File: src/rtl/dmem_port_arbiter.sv
// dmem_port_arbiter: shares the single data-memory port between the LSQ load
// path and the committed-store drain path, one transaction outstanding.
// Optional feature: define DMEM_ARB_RR_EN for round-robin arbitration instead
// of fixed store priority with load aging.
module dmem_port_arbiter #(
  parameter int unsigned TAG_W        = 4,
  parameter int unsigned STARVE_LIMIT = 8
) (
  input  logic             clk_i,
  input  logic             reset_n_i,
  // Load path
  input  logic             ld_req_i,
  input  logic [31:0]      ld_addr_i,
  input  logic [TAG_W-1:0] ld_tag_i,
  output logic             ld_gnt_o,
  output logic             ld_resp_valid_o,
  output logic [31:0]      ld_resp_data_o,
  output logic [TAG_W-1:0] ld_resp_tag_o,
  // Store drain path
  input  logic             st_req_i,
  input  logic [31:0]      st_addr_i,
  input  logic [31:0]      st_data_i,
  output logic             st_gnt_o,
  output logic             st_done_o,
  // Pipeline flush
  input  logic             flush_i,
  // Memory port
  output logic             dmem_read_o,
  output logic             dmem_write_o,
  output logic [31:0]      dmem_addr_o,
  output logic [31:0]      dmem_data_o,
  input  logic [31:0]      dmem_rd_data_i,
  input  logic             dmem_done_i
);

  typedef enum logic [1:0] {StIdle, StLdBusy, StStBusy} state_e;

  state_e           state_q, state_d;
  logic [31:0]      addr_q, addr_d;
  logic [31:0]      data_q, data_d;
  logic [TAG_W-1:0] tag_q, tag_d;
  logic             kill_q, kill_d;
  logic             resp_valid_q, resp_valid_d;
  logic [31:0]      resp_data_q, resp_data_d;
  logic [TAG_W-1:0] resp_tag_q, resp_tag_d;
  logic             st_done_q, st_done_d;

  logic             ld_elig;
  logic             ld_win;
  logic             st_win;
  logic             is_idle;

  // A flushed load may not be granted; stores never see the flush.
  assign ld_elig = ld_req_i & ~flush_i;
  assign is_idle = (state_q == StIdle) & reset_n_i;

`ifdef DMEM_ARB_RR_EN
  // 1 when the store path took the most recent grant.
  logic rr_last_st_q, rr_last_st_d;

  // Contended: the side that did not win last time goes first.
  always_comb begin
    ld_win = ld_elig & (~st_req_i | rr_last_st_q);
  end

  // Pointer follows whichever side was granted.
  always_comb begin
    rr_last_st_d = rr_last_st_q;
    if (ld_gnt_o) begin
      rr_last_st_d = 1'b0;
    end else if (st_gnt_o) begin
      rr_last_st_d = 1'b1;
    end
  end

  // Round-robin pointer register.
  always_ff @(posedge clk_i or negedge reset_n_i) begin
    if (!reset_n_i) begin
      rr_last_st_q <= 1'b0;
    end else begin
      rr_last_st_q <= rr_last_st_d;
    end
  end
`else
  localparam int unsigned CntW = $clog2(STARVE_LIMIT + 1);

  logic [CntW-1:0] starve_q, starve_d;
  logic            starved;

  assign starved = (starve_q == CntW'(STARVE_LIMIT));

  // Stores win unless the load has been held off long enough.
  always_comb begin
    ld_win = ld_elig & (~st_req_i | starved);
  end

  // Age a waiting load, saturating; any grant or dropped request restarts it.
  always_comb begin
    starve_d = starve_q;
    if (!ld_req_i || ld_gnt_o) begin
      starve_d = '0;
    end else if (!starved) begin
      starve_d = starve_q + CntW'(1);
    end
  end

  // Starvation counter register.
  always_ff @(posedge clk_i or negedge reset_n_i) begin
    if (!reset_n_i) begin
      starve_q <= '0;
    end else begin
      starve_q <= starve_d;
    end
  end
`endif

  assign st_win   = st_req_i & ~ld_win;
  assign ld_gnt_o = is_idle & ld_win;
  assign st_gnt_o = is_idle & st_win;

  // Next-state: capture on grant, hold the bus until done, register responses.
  always_comb begin
    state_d      = state_q;
    addr_d       = addr_q;
    data_d       = data_q;
    tag_d        = tag_q;
    kill_d       = kill_q;
    resp_valid_d = 1'b0;
    resp_data_d  = resp_data_q;
    resp_tag_d   = resp_tag_q;
    st_done_d    = 1'b0;
    unique case (state_q)
      StIdle: begin
        kill_d = 1'b0;
        if (ld_gnt_o) begin
          state_d = StLdBusy;
          addr_d  = {ld_addr_i[31:2], 2'b00};
          tag_d   = ld_tag_i;
        end else if (st_gnt_o) begin
          state_d = StStBusy;
          addr_d  = {st_addr_i[31:2], 2'b00};
          data_d  = st_data_i;
        end
      end
      StLdBusy: begin
        if (flush_i) begin
          kill_d = 1'b1;
        end
        if (dmem_done_i) begin
          state_d = StIdle;
          kill_d  = 1'b0;
          // The read still completes on the bus; only the response is dropped.
          if (!kill_q && !flush_i) begin
            resp_valid_d = 1'b1;
            resp_data_d  = dmem_rd_data_i;
            resp_tag_d   = tag_q;
          end
        end
      end
      StStBusy: begin
        if (dmem_done_i) begin
          state_d   = StIdle;
          st_done_d = 1'b1;
        end
      end
      default: begin
        state_d = StIdle;
      end
    endcase
  end

  // State and datapath registers; reset abandons any in-flight transaction.
  always_ff @(posedge clk_i or negedge reset_n_i) begin
    if (!reset_n_i) begin
      state_q      <= StIdle;
      addr_q       <= '0;
      data_q       <= '0;
      tag_q        <= '0;
      kill_q       <= 1'b0;
      resp_valid_q <= 1'b0;
      resp_data_q  <= '0;
      resp_tag_q   <= '0;
      st_done_q    <= 1'b0;
    end else begin
      state_q      <= state_d;
      addr_q       <= addr_d;
      data_q       <= data_d;
      tag_q        <= tag_d;
      kill_q       <= kill_d;
      resp_valid_q <= resp_valid_d;
      resp_data_q  <= resp_data_d;
      resp_tag_q   <= resp_tag_d;
      st_done_q    <= st_done_d;
    end
  end

  assign dmem_read_o     = (state_q == StLdBusy);
  assign dmem_write_o    = (state_q == StStBusy);
  assign dmem_addr_o     = addr_q;
  assign dmem_data_o     = data_q;
  assign ld_resp_valid_o = resp_valid_q;
  assign ld_resp_data_o  = resp_data_q;
  assign ld_resp_tag_o   = resp_tag_q;
  assign st_done_o       = st_done_q;

endmodule
File: config.mk
export PLATFORM = sky130hd
export DESIGN_NAME = dmem_port_arbiter
export DESIGN_NICKNAME = d
export VERILOG_FILES = /design/src/rtl/dmem_port_arbiter.sv
export SDC_FILE = /design/constraint.sdc
export NUM_CORES = 1
export LEC_CHECK = 0
export CORE_MARGIN = 3
export CORE_UTILIZATION = 25
export DETAILED_ROUTE_END_ITERATION = 6
export DONT_BUFFER_PORTS = 1
export GPL_ROUTABILITY_DRIVEN = 0
export PLACE_DENSITY = 0.39
export RECOVER_POWER = 100
export SLEW_MARGIN = 10
export SYNTH_ARGS = -nofsm -noshare
export SYNTH_HDL_FRONTEND = slang
export SYNTH_SLANG_ARGS = --single-unit
File: constraint.sdc
create_clock -name clk_i -period 4.2 [get_ports clk_i]
set_input_delay 0.84 -clock clk_i [delete_from_list [all_inputs] [get_ports clk_i]]
set_output_delay 0.84 -clock clk_i [all_outputs]
set_load 0.02 [all_outputs]
==> flow_summary_export.csv, run 1 <==
group,metric,value,unit
status,run_status,"finished, violations left",
status,violations,"capacitance limit, slew limit",
worst_setup_path,critPathLaunchType,"flop",
final_layout,mostFrequentLayoutCells,"dfrtp_1 (111), mux2_1 (43), a221o_1 (31)",
pwr,p_int,2410,uW
yosys,synth_top_area_cell,"dfrtp_1",
placement,dp_worst_setup_slack,1.75,ns
placement,postPlaceCellArea,4920,um^2
detailed_routing,via_per_inst,5.07,
global_route,grt_max_degree,145,
final_layout,syn_to_final_growth,7.97,%
clock_tree,cts_setup_buffers,0,
clock_tree,ctsHoldBuffers,0,
worst_setup_path,r2r_cells,6,
sta,clock.fmax,329,MHz
pwr,vdd_drop_max,161,uV
global_route,overflow,0,
yosys,synth-edff-count,0,
clock_tree,cts_resized,0,
global_route,grt_antenna_before_repair,0,
sta,slew_headroom,-0.166,
sta,holdWs,0.185,ns
sta,rsz0062_at_grt,"false",
die,num_rows,50,
die,dieHeight,145,um
detailed_routing,wl_met3,1270,um
worst_setup_path,crit_fanout,32,
yosys,synth_seq_cells,111,
worst_setup_path,r2r_end,"dmem_data_o[1]",
detailed_routing,drc,0,
global_route,grt_usage,0.105,
worst_setup_path,rrSetupSlack,1.16,ns
clock_tree,cts_tree,"yes",
yosys,synth_cell_types,35,
detailed_routing,wl_met1,4810,um
placement,post-dp-hpwl,8240,um
worst_hold_path,hold_path_class,"input pin to async pin",
clock_tree,clkLatencyLatePin,0.34,ns
worst_setup_path,critPathArrivalTime,3.26,ns
detailed_routing,maxUsedRoutingLayer,"met4",
worst_setup_path,cpPeakStageDelay,1.30,ns
die,start_util,0.256,
detailed_routing,wire_per_inst,20.6,um
pwr,netSwitchingPower,1600,uW
worst_setup_path,path_delay_family,"buffers and inverters",
placement,io_buffers,0,
clock_tree,htree_levels,3,
detailed_routing,postRouteAntennaNets,0,
clock_tree,clock-sinks,111,
sta,min_period_over_period,0.724,
yosys,seq_area_frac_synth,0.578,
yosys,syn_area,4800,um^2
final_layout,final_area,5190,um^2
detailed_routing,dr.pass1.iters,4,
detailed_routing,route.met2.wl,5600,um
sta,tns,0,ns
yosys,yosys_warnings,0,
clock_tree,cts_buffers,9,
worst_setup_path,path_depth,6,
sta,worst_slew_pin_slew,1.75,ns
worst_setup_path,path_buf_inv,2,
worst_setup_path,critPathKind,"flop to flop",
pwr,p_sw_frac,0.400,
detailed_routing,drt-initial-drc-count,98,
final_layout,final_layout_size_suffix_gt1_frac,0.147,
yosys,synth_top_area_frac,0.578,
clock_tree,cts_max_path_buffers,2,
final_layout,fin_nets,478,
worst_setup_path,path_cells,"inv_1, ha_1, nand3b_4, o211ai_1, clkbuf_1, mux2_2",
detailed_routing,wirelength,11800,um
pwr,leakage,0.00223,uW
detailed_routing,vias,2913,
worst_setup_path,reg2reg_from,"starve_q[0]",
worst_setup_path,startpoint,"starve_q[0]",
die,core-area,18800,um^2
die,io_pins,244,
yosys,yosys-top-cells-area,"dfrtp_1 (58%), mux2_1 (10%), mux2_2 (6.8%), a221o_1 (6.5%), nand4_1 (3.9%)",
worst_setup_path,end_kind,"flop",
yosys,synth.avg_cell_area,13.6,um^2
worst_setup_path,worstPathRequired,4.42,ns
global_route,first_global_vias,2941,
yosys,async_reset_ff_frac,1.00,
clock_tree,path_clk_slew,0.07,ns
final_layout,antenna_cells,0,
global_route,grt_pass1_wl,16600,um
run,maxCapViolations,2,
worst_setup_path,cp-endpoint,"dmem_data_o[1]",
yosys,synth_ff_type,"dfrtp_1",
yosys,netlist_instances,353,
die,die_w,145,um
sta,maxSlewViolCount,71,
final_layout,layout_commonest_cell,"dfrtp_1",
pwr,combPwrFrac,0.172,
worst_setup_path,crit_slowest_cell,"clkbuf_1",
pwr,power.density,774,nW/um^2
sta,finalHoldViolCount,0,
sta,setup_ws,1.16,ns
sta,fin_worst_skew,0.00945,ns
pwr,total_power,4010,uW
clock_tree,cts_root_buf,"clkbuf_16",
die,die-area,20900,um^2
sta,finalSetupViolations,0,
sta,fin_crit,3.04,ns
pwr,power_frac_seq,0.612,
pwr,power.share.clock,0.216,
-- cell families after synthesis --
logic type / share of synthesized area
flops: 0.578
simple gates: 0.0669
buf+inv: 0.0518
compound gates: 0.113
other cells: 0.000781
mux: 0.171
xor+xnor: 0.00547
fa+ha+maj: 0.0130
-- sequential cells by signal (all words and copies together) (netlist names), 2 cells and up --
signal and count:
dmem_data_o 32, state_q 2, tag_q 4, ld_resp_data_o 32
starve_q 4, dmem_addr_o 30, ld_resp_tag_o 4
-- cells in the mapped netlist, types with 3 or more instances --
cell type  number
a21oi_1        30
a221o_1        31
buf_2          13
buf_4           7
buf_6           7
clkbuf_1        9
dfrtp_1       111
ha_1            5
inv_1           5
mux2_1         43
mux2_2         29
nand4_1        30
nor2_1          4
nor3b_1         3
-- per-layer routing --
layer / global-route usage / vias up
met5: 0 / -
met4: 0.0339 / 0
met3: 0.0499 / 12
met2: 0.167 / 163
met1: 0.125 / 1456
li1: - / 1282
-- stage by stage --
step,util,instances
3_3_place_gp,0.262,558
5_1_grt,0.276,574
6_report,0.276,574
3_5_place_dp,0.262,558
2_1_floorplan,-,354
4_1_cts,0.278,574
-- cell type report --
cell class,count,area [um^2]
Clock buffer,12,246
Multi-Input combinational cell,202,1760
Fill cell,1896,13600
Clock inverter,4,53.8
Timing Repair Buffer,6,37.5
Tap cell,234,293
Inverter,5,18.8
Sequential cell,111,2780
-- worst min-delay path by stage --
stage	endpoint	startpoint	slack, ns
after floorplan	tag_q[0]	tag_q[0]	0.45
after global placement	tag_q[2]	tag_q[2]	0.46
after detailed placement	tag_q[2]	tag_q[2]	0.47
after CTS	dmem_data_o[0]	reset_n_i	0.16
after global routing	dmem_data_o[22]	reset_n_i	0.15
final	dmem_data_o[10]	reset_n_i	0.19
-- power groups by stage --
stage / logic, uW / clock network (uW) / registers (uW)
after floorplan: 626 / 0 / 2350
after global routing: 772 / 956 / 2530
after global placement: 684 / 0 / 2500
final: 689 / 868 / 2450
after CTS: 715 / 922 / 2470
after detailed placement: 721 / 0 / 2480
Note: power is estimated with default switching activity, not from simulation.
==> run 2: changes to the inputs <==
--- a/config.mk
+++ b/config.mk
@@ -5,6 +5,7 @@
 export SDC_FILE = /design/constraint.sdc
 export NUM_CORES = 1
 export LEC_CHECK = 0
+export ABC_AREA = 1
 export CORE_MARGIN = 3
 export CORE_UTILIZATION = 25
 export DETAILED_ROUTE_END_ITERATION = 6
==> constraint.sdc (replaced) <==
create_clock -name clk_i -period 2.8 [get_ports clk_i]
set_input_delay 0.56 -clock clk_i [delete_from_list [all_inputs] [get_ports clk_i]]
set_output_delay 0.56 -clock clk_i [all_outputs]
set_load 0.02 [all_outputs]
==> run 2 against run 1 <==
- the flow finishes with violations (hold timing)
- worst hold slack worse by 0.28 ns
- utilization rose by 1.1 points
- design area shrank 3.0%
- combinational power increased by 27%
- highest routed layer unchanged
==> flow_summary_export.csv, run 2 <==
group,metric,value,unit
status,run_status,"finished, violations left",
status,violations,"hold timing",
yosys,synth_top_area_cell,"dfrtp_1",
die,die_w,141,um
yosys,seq_area_frac_synth,0.613,
sta,holdWs,-0.0997,ns
worst_setup_path,crit_fanout,30,
yosys,synth_ff_type,"dfrtp_1",
detailed_routing,drc,0,
sta,finalHoldViolCount,111,
final_layout,syn_to_final_growth,11.1,%
sta,fin_crit,2.44,ns
final_layout,fillers,1884,
pwr,vdd_drop_max,439,uV
clock_tree,cts_buffers,9,
die,num_rows,48,
clock_tree,cts_tree,"yes",
clock_tree,clock-sinks,111,
final_layout,final_area,5030,um^2
yosys,synth_seq_cells,111,
detailed_routing,vias,3304,
yosys,netlist_instances,526,
sta,slew_headroom,0.211,
die,core-area,17500,um^2
clock_tree,cts_max_path_buffers,2,
pwr,power.share.clock,0.242,
global_route,grt_pass1_wl,18400,um
detailed_routing,via_per_inst,4.43,
pwr,p_int,3480,uW
global_route,grt_max_degree,113,
pwr,netSwitchingPower,2520,uW
clock_tree,cts_setup_buffers,0,
run,maxCapViolations,0,
sta,rsz0062_at_grt,"false",
global_route,grt_antenna_before_repair,0,
placement,io_buffers,0,
worst_setup_path,critPathArrivalTime,1.88,ns
yosys,synth.avg_cell_area,8.61,um^2
clock_tree,cts_resized,0,
die,dieHeight,141,um
sta,maxSlewViolCount,0,
yosys,yosys_warnings,0,
sta,worst_slew_pin_slew,1.18,ns
worst_setup_path,worstPathRequired,2.24,ns
die,start_util,0.258,
yosys,synth_commonest_cells,"nand2_1 (308), dfrtp_1 (111), nand3_1 (33)",
final_layout,final_layout_size_suffix_gt1_frac,0.0422,
final_layout,fin_nets,659,
die,die-area,19800,um^2
worst_setup_path,critPathKind,"flop to output port",
global_route,overflow,0,
sta,clock.fmax,409,MHz
global_route,grt_usage,0.117,
clock_tree,cts_root_buf,"clkbuf_16",
yosys,syn_area,4530,um^2
final_layout,layout_commonest_cell,"nand2_1",
worst_hold_path,hold_path_class,"input pin to async pin",
clock_tree,htree_levels,3,
detailed_routing,wire_per_inst,15.7,um
global_route,first_global_vias,3402,
sta,tns,0,ns
pwr,leakage,0.00261,uW
detailed_routing,postRouteAntennaNets,0,
clock_tree,clkLatencyLatePin,0.35,ns
pwr,power.density,1190,nW/um^2
final_layout,antenna_cells,0,
yosys,synth_cell_types,24,
pwr,p_sw_frac,0.420,
clock_tree,path_clk_slew,0.08,ns
placement,post-dp-hpwl,8080,um
pwr,power_frac_seq,0.612,
die,io_pins,244,
detailed_routing,drt-initial-drc-count,124,
yosys,synth_top_area_frac,0.613,
final_layout,regArea,2780,um^2
detailed_routing,wirelength,11700,um
pwr,combPwrFrac,0.146,
final_layout,mostFrequentLayoutCells,"nand2_1 (309), dfrtp_1 (111), nand3_1 (34)",
yosys,synth-edff-count,0,
yosys,yosysMostFrequentCell,"nand2_1",
worst_setup_path,critPathLaunchType,"flop",
yosys,yosys-top-cells-area,"dfrtp_1 (61%), nand2_1 (26%), nand3_1 (3.6%), buf_2 (1.9%), ha_1 (1.4%)",
worst_setup_path,end_kind,"output port",
detailed_routing,dr.pass1.iters,4,
sta,min_period_over_period,0.873,
final_layout,multi_input_area,1530,um^2
placement,postPlaceCellArea,4710,um^2
yosys,async_reset_ff_frac,1.00,
sta,finalSetupViolations,0,
sta,fin_worst_skew,0.0125,ns
==> run 2: cell types whose count changed in the layout (fill, tap and decap cells not counted), sizes merged, moves of 5 or more <==
cell and change:
a21oi -25, a221o -31, inv +16, mux2 -72, nand2 +308, nand3 +32
nand4 -29, o21ai +5
==> run 2: metrics by stage <==
stage / instances / setup WS [ns] / power, uW / util
CTS: 746 / 0.290 / 6130 / 0.288
detailed placement: 730 / 0.695 / 4630 / 0.269
global placement: 730 / 0.754 / 4610 / 0.269
finish: 746 / 0.356 / 6010 / 0.287
floorplan: 527 / 0.939 / 4280 / -
global route: 746 / 0.131 / 6440 / 0.287
==> run 2: cells by family after synthesis <==
family | count (synthesis) | synth area share
compound gates | 14 | 0.0182
xor+xnor | 2 | 0.00387
fa+ha+maj | 5 | 0.0138
buf+inv | 45 | 0.0461
flops | 111 | 0.613
other cells | 1 | 0.000828
simple gates | 348 | 0.304
==> run 2: layout make-up <==
type	count	area share
sequential	111	0.552
multi-input combinational	371	0.303
tap	225	0.0560
clock buffer	11	0.0502
clock inverter	5	0.0172
inverter	20	0.0149
timing repair buffer	3	0.00622
==> run 2: per-layer routing <==
metal / GRT usage / wire, um
met3: 0.0495 / 1280
met2: 0.186 / 5530
met1: 0.145 / 4720
met5: 0 / 0
met4: 0.0382 / 174
==> run 2: final timing paths <==
kind                              from                  to  slack [ns]  cells after the start
setup / recovery           starve_q[0]            ld_gnt_o        0.36                      6
hold / removal               reset_n_i  ld_resp_data_o[29]        -0.1                      0
setup reg to reg           starve_q[0]     dmem_data_o[10]        0.41                      9
hold reg to reg               tag_q[3]            tag_q[3]        0.54                      2
max in group asynchronous    reset_n_i      dmem_data_o[8]        2.75                      0
min in group clk_i         dmem_done_i           st_done_o        0.31                      2
==> run 2: power by group through the flow <==
stage               logic [uW]  registers (uW)  clock network [uW]
floorplan                  764            3510                   0
CTS                        905            3700                1520
global placement           870            3740                   0
finish                     876            3670                1460
detailed placement         916            3710                   0
global route              1080            3770                1590
==> run 2: worst max-delay path, stage by stage (launching register included) <==
cell and delay, ns:
dfrtp_1 0.42, inv_1 0.09, ha_1 0.14, nand3_1 0.13, nand2_1 0.13, nand3_1 0.13, inv_2 0.48
==> run 3: changes to the inputs <==
--- a/config.mk
+++ b/config.mk
@@ -6,12 +6,12 @@
 export NUM_CORES = 1
 export LEC_CHECK = 0
 export ABC_AREA = 1
-export CORE_MARGIN = 3
+export CORE_MARGIN = 2
 export CORE_UTILIZATION = 25
 export DETAILED_ROUTE_END_ITERATION = 6
 export DONT_BUFFER_PORTS = 1
 export GPL_ROUTABILITY_DRIVEN = 0
-export PLACE_DENSITY = 0.39
+export PLACE_DENSITY_LB_ADDON = 0.2
 export RECOVER_POWER = 100
 export SLEW_MARGIN = 10
 export SYNTH_ARGS = -nofsm -noshare
==> run 3 against run 2 <==
- the flow still finishes with violations (hold timing)
- utilization down 0.62 points
- flip-flop and latch count unchanged
- via count about the same
- wire length down 0.61%
- setup slack better by 0.049 ns
- design area down 0.47%
==> flow_summary_export.csv, run 3 (same netlist as run 2, synthesis figures left out) <==
group,metric,value,unit
global_route,grt_antenna_before_repair,1,
sta,fin_crit,2.39,ns
global_route,overflow,0,
die,core-area,17800,um^2
run,maxCapViolations,0,
sta,rsz0062_at_grt,"false",
global_route,grt_pass1_wl,18600,um
worst_setup_path,critPathArrivalTime,1.83,ns
sta,worst_slew_pin_slew,1.17,ns
worst_setup_path,reg2reg_from,"starve_q[0]",
sta,fin_worst_skew,0.00962,ns
detailed_routing,postRouteAntennaNets,0,
placement,post-dp-hpwl,8330,um
clock_tree,clkLatencyLatePin,0.35,ns
clock_tree,path_clk_slew,0.08,ns
clock_tree,htree_levels,3,
global_route,grt_max_degree,113,
pwr,power.density,1170,nW/um^2
worst_setup_path,rrSetupSlack,0.51,ns
clock_tree,cts_tree,"yes",
final_layout,layout_commonest_cell,"nand2_1",
status,run_status,"finished, violations left",
placement,placed_cells,738,
sta,maxSlewViolCount,0,
clock_tree,cts_max_path_buffers,2,
worst_setup_path,critPathKind,"flop to output port",
detailed_routing,drc,0,
final_layout,mostFrequentLayoutCells,"nand2_1 (309), dfrtp_1 (111), nand3_1 (34)",
die,io_pins,244,
worst_hold_path,hold_path_class,"input pin to async pin",
die,die-area,19200,um^2
final_layout,syn_to_final_growth,10.6,%
status,violations,"hold timing",
final_layout,fin_nets,663,
sta,slew_headroom,0.222,
clock_tree,clock-sinks,111,
detailed_routing,drt-initial-drc-count,152,
sta,min_period_over_period,0.855,
placement,io_buffers,0,
die,dieHeight,139,um
worst_setup_path,r2r_end,"tag_q[1]",
worst_setup_path,end_kind,"output port",
global_route,grt_usage,0.123,
clock_tree,cts_setup_buffers,0,
pwr,vdd_drop_max,373,uV
sta,finalHoldViolCount,111,
clock_tree,cts_root_buf,"clkbuf_16",
detailed_routing,dr.pass1.iters,4,
detailed_routing,wire_per_inst,15.4,um
die,num_rows,49,
worst_setup_path,crit_fanout,14,
clock_tree,cts_buffers,9,
worst_setup_path,critPathLaunchType,"flop",
sta,clock.fmax,418,MHz
die,die_w,139,um
final_layout,final_layout_size_suffix_gt1_frac,0.0495,
global_route,first_global_vias,3471,
die,start_util,0.254,
sta,tns,0,ns
pwr,total_power,5850,uW
final_layout,antenna_cells,0,
sta,setup_ws,0.406,ns
worst_setup_path,startpoint,"starve_q[0]",
final_layout,layout.cells.non_filler,754,
worst_setup_path,worstPathRequired,2.24,ns
pwr,leakage,0.00261,uW
detailed_routing,vias,3303,
final_layout,fillers,1893,
worst_setup_path,cp-endpoint,"st_gnt_o",
detailed_routing,via_per_inst,4.38,
sta,finalSetupViolations,0,
worst_setup_path,r2r_cells,9,
placement,dp_worst_setup_slack,0.535,ns
sta,holdWs,-0.0992,ns
clock_tree,cts_resized,0,
detailed_routing,wirelength,11600,um
-- run 3: worst min-delay path by stage --
stage | from | cells past startpoint | end | slack, ns
global route | reset_n_i | 0 | dmem_data_o[23] | -0.13
global placement | reset_n_i | 0 | dmem_data_o[23] | 0.27
CTS | reset_n_i | 0 | ld_resp_tag_o[0] | -0.12
floorplan | reset_n_i | 0 | dmem_addr_o[10] | 0.26
detailed placement | reset_n_i | 0 | dmem_data_o[23] | 0.27
finish | reset_n_i | 0 | dmem_data_o[23] | -0.1
-- run 3: critical path: stages (launching register included) --
cell,delay [ns]
dfrtp_1,0.40
inv_1,0.07
ha_1,0.19
nand3_1,0.13
nand2_1,0.14
a21oi_4,0.54
-- run 3: final cells by class --
cell class	count	area [um^2]	area share
Tap cell	229	287	0.0572
Inverter	20	75.1	0.0150
Timing Repair Buffer	7	47.5	0.00950
Clock buffer	12	256	0.0512
Clock inverter	4	37.5	0.00750
Multi-Input combinational cell	371	1530	0.305
Sequential cell	111	2780	0.555
-- run 3: through the flow --
stage	hold WS, ns	cell area (um^2)	utilization
global placement	0.267	4740	0.266
global route	-0.126	5010	0.281
CTS	-0.122	5030	0.282
detailed placement	0.267	4740	0.266
floorplan	0.264	4530	-
finish	-0.0992	5010	0.281
-- run 3: layer usage --
| layer | track usage | routed length (um) |
|---|---|---|
| met5 | 0 | 10 |
| met4 | 0.0580 | 301 |
| met3 | 0.0411 | 1080 |
| met2 | 0.200 | 5530 |
| met1 | 0.148 | 4710 |
-- run 3: report_power, final --
| group | switching, uW | internal, uW | total [uW] |
|---|---|---|---|
| registers | 1380 | 2300 | 3680 |
| logic | 547 | 346 | 893 |
| clock network | 607 | 667 | 1270 |
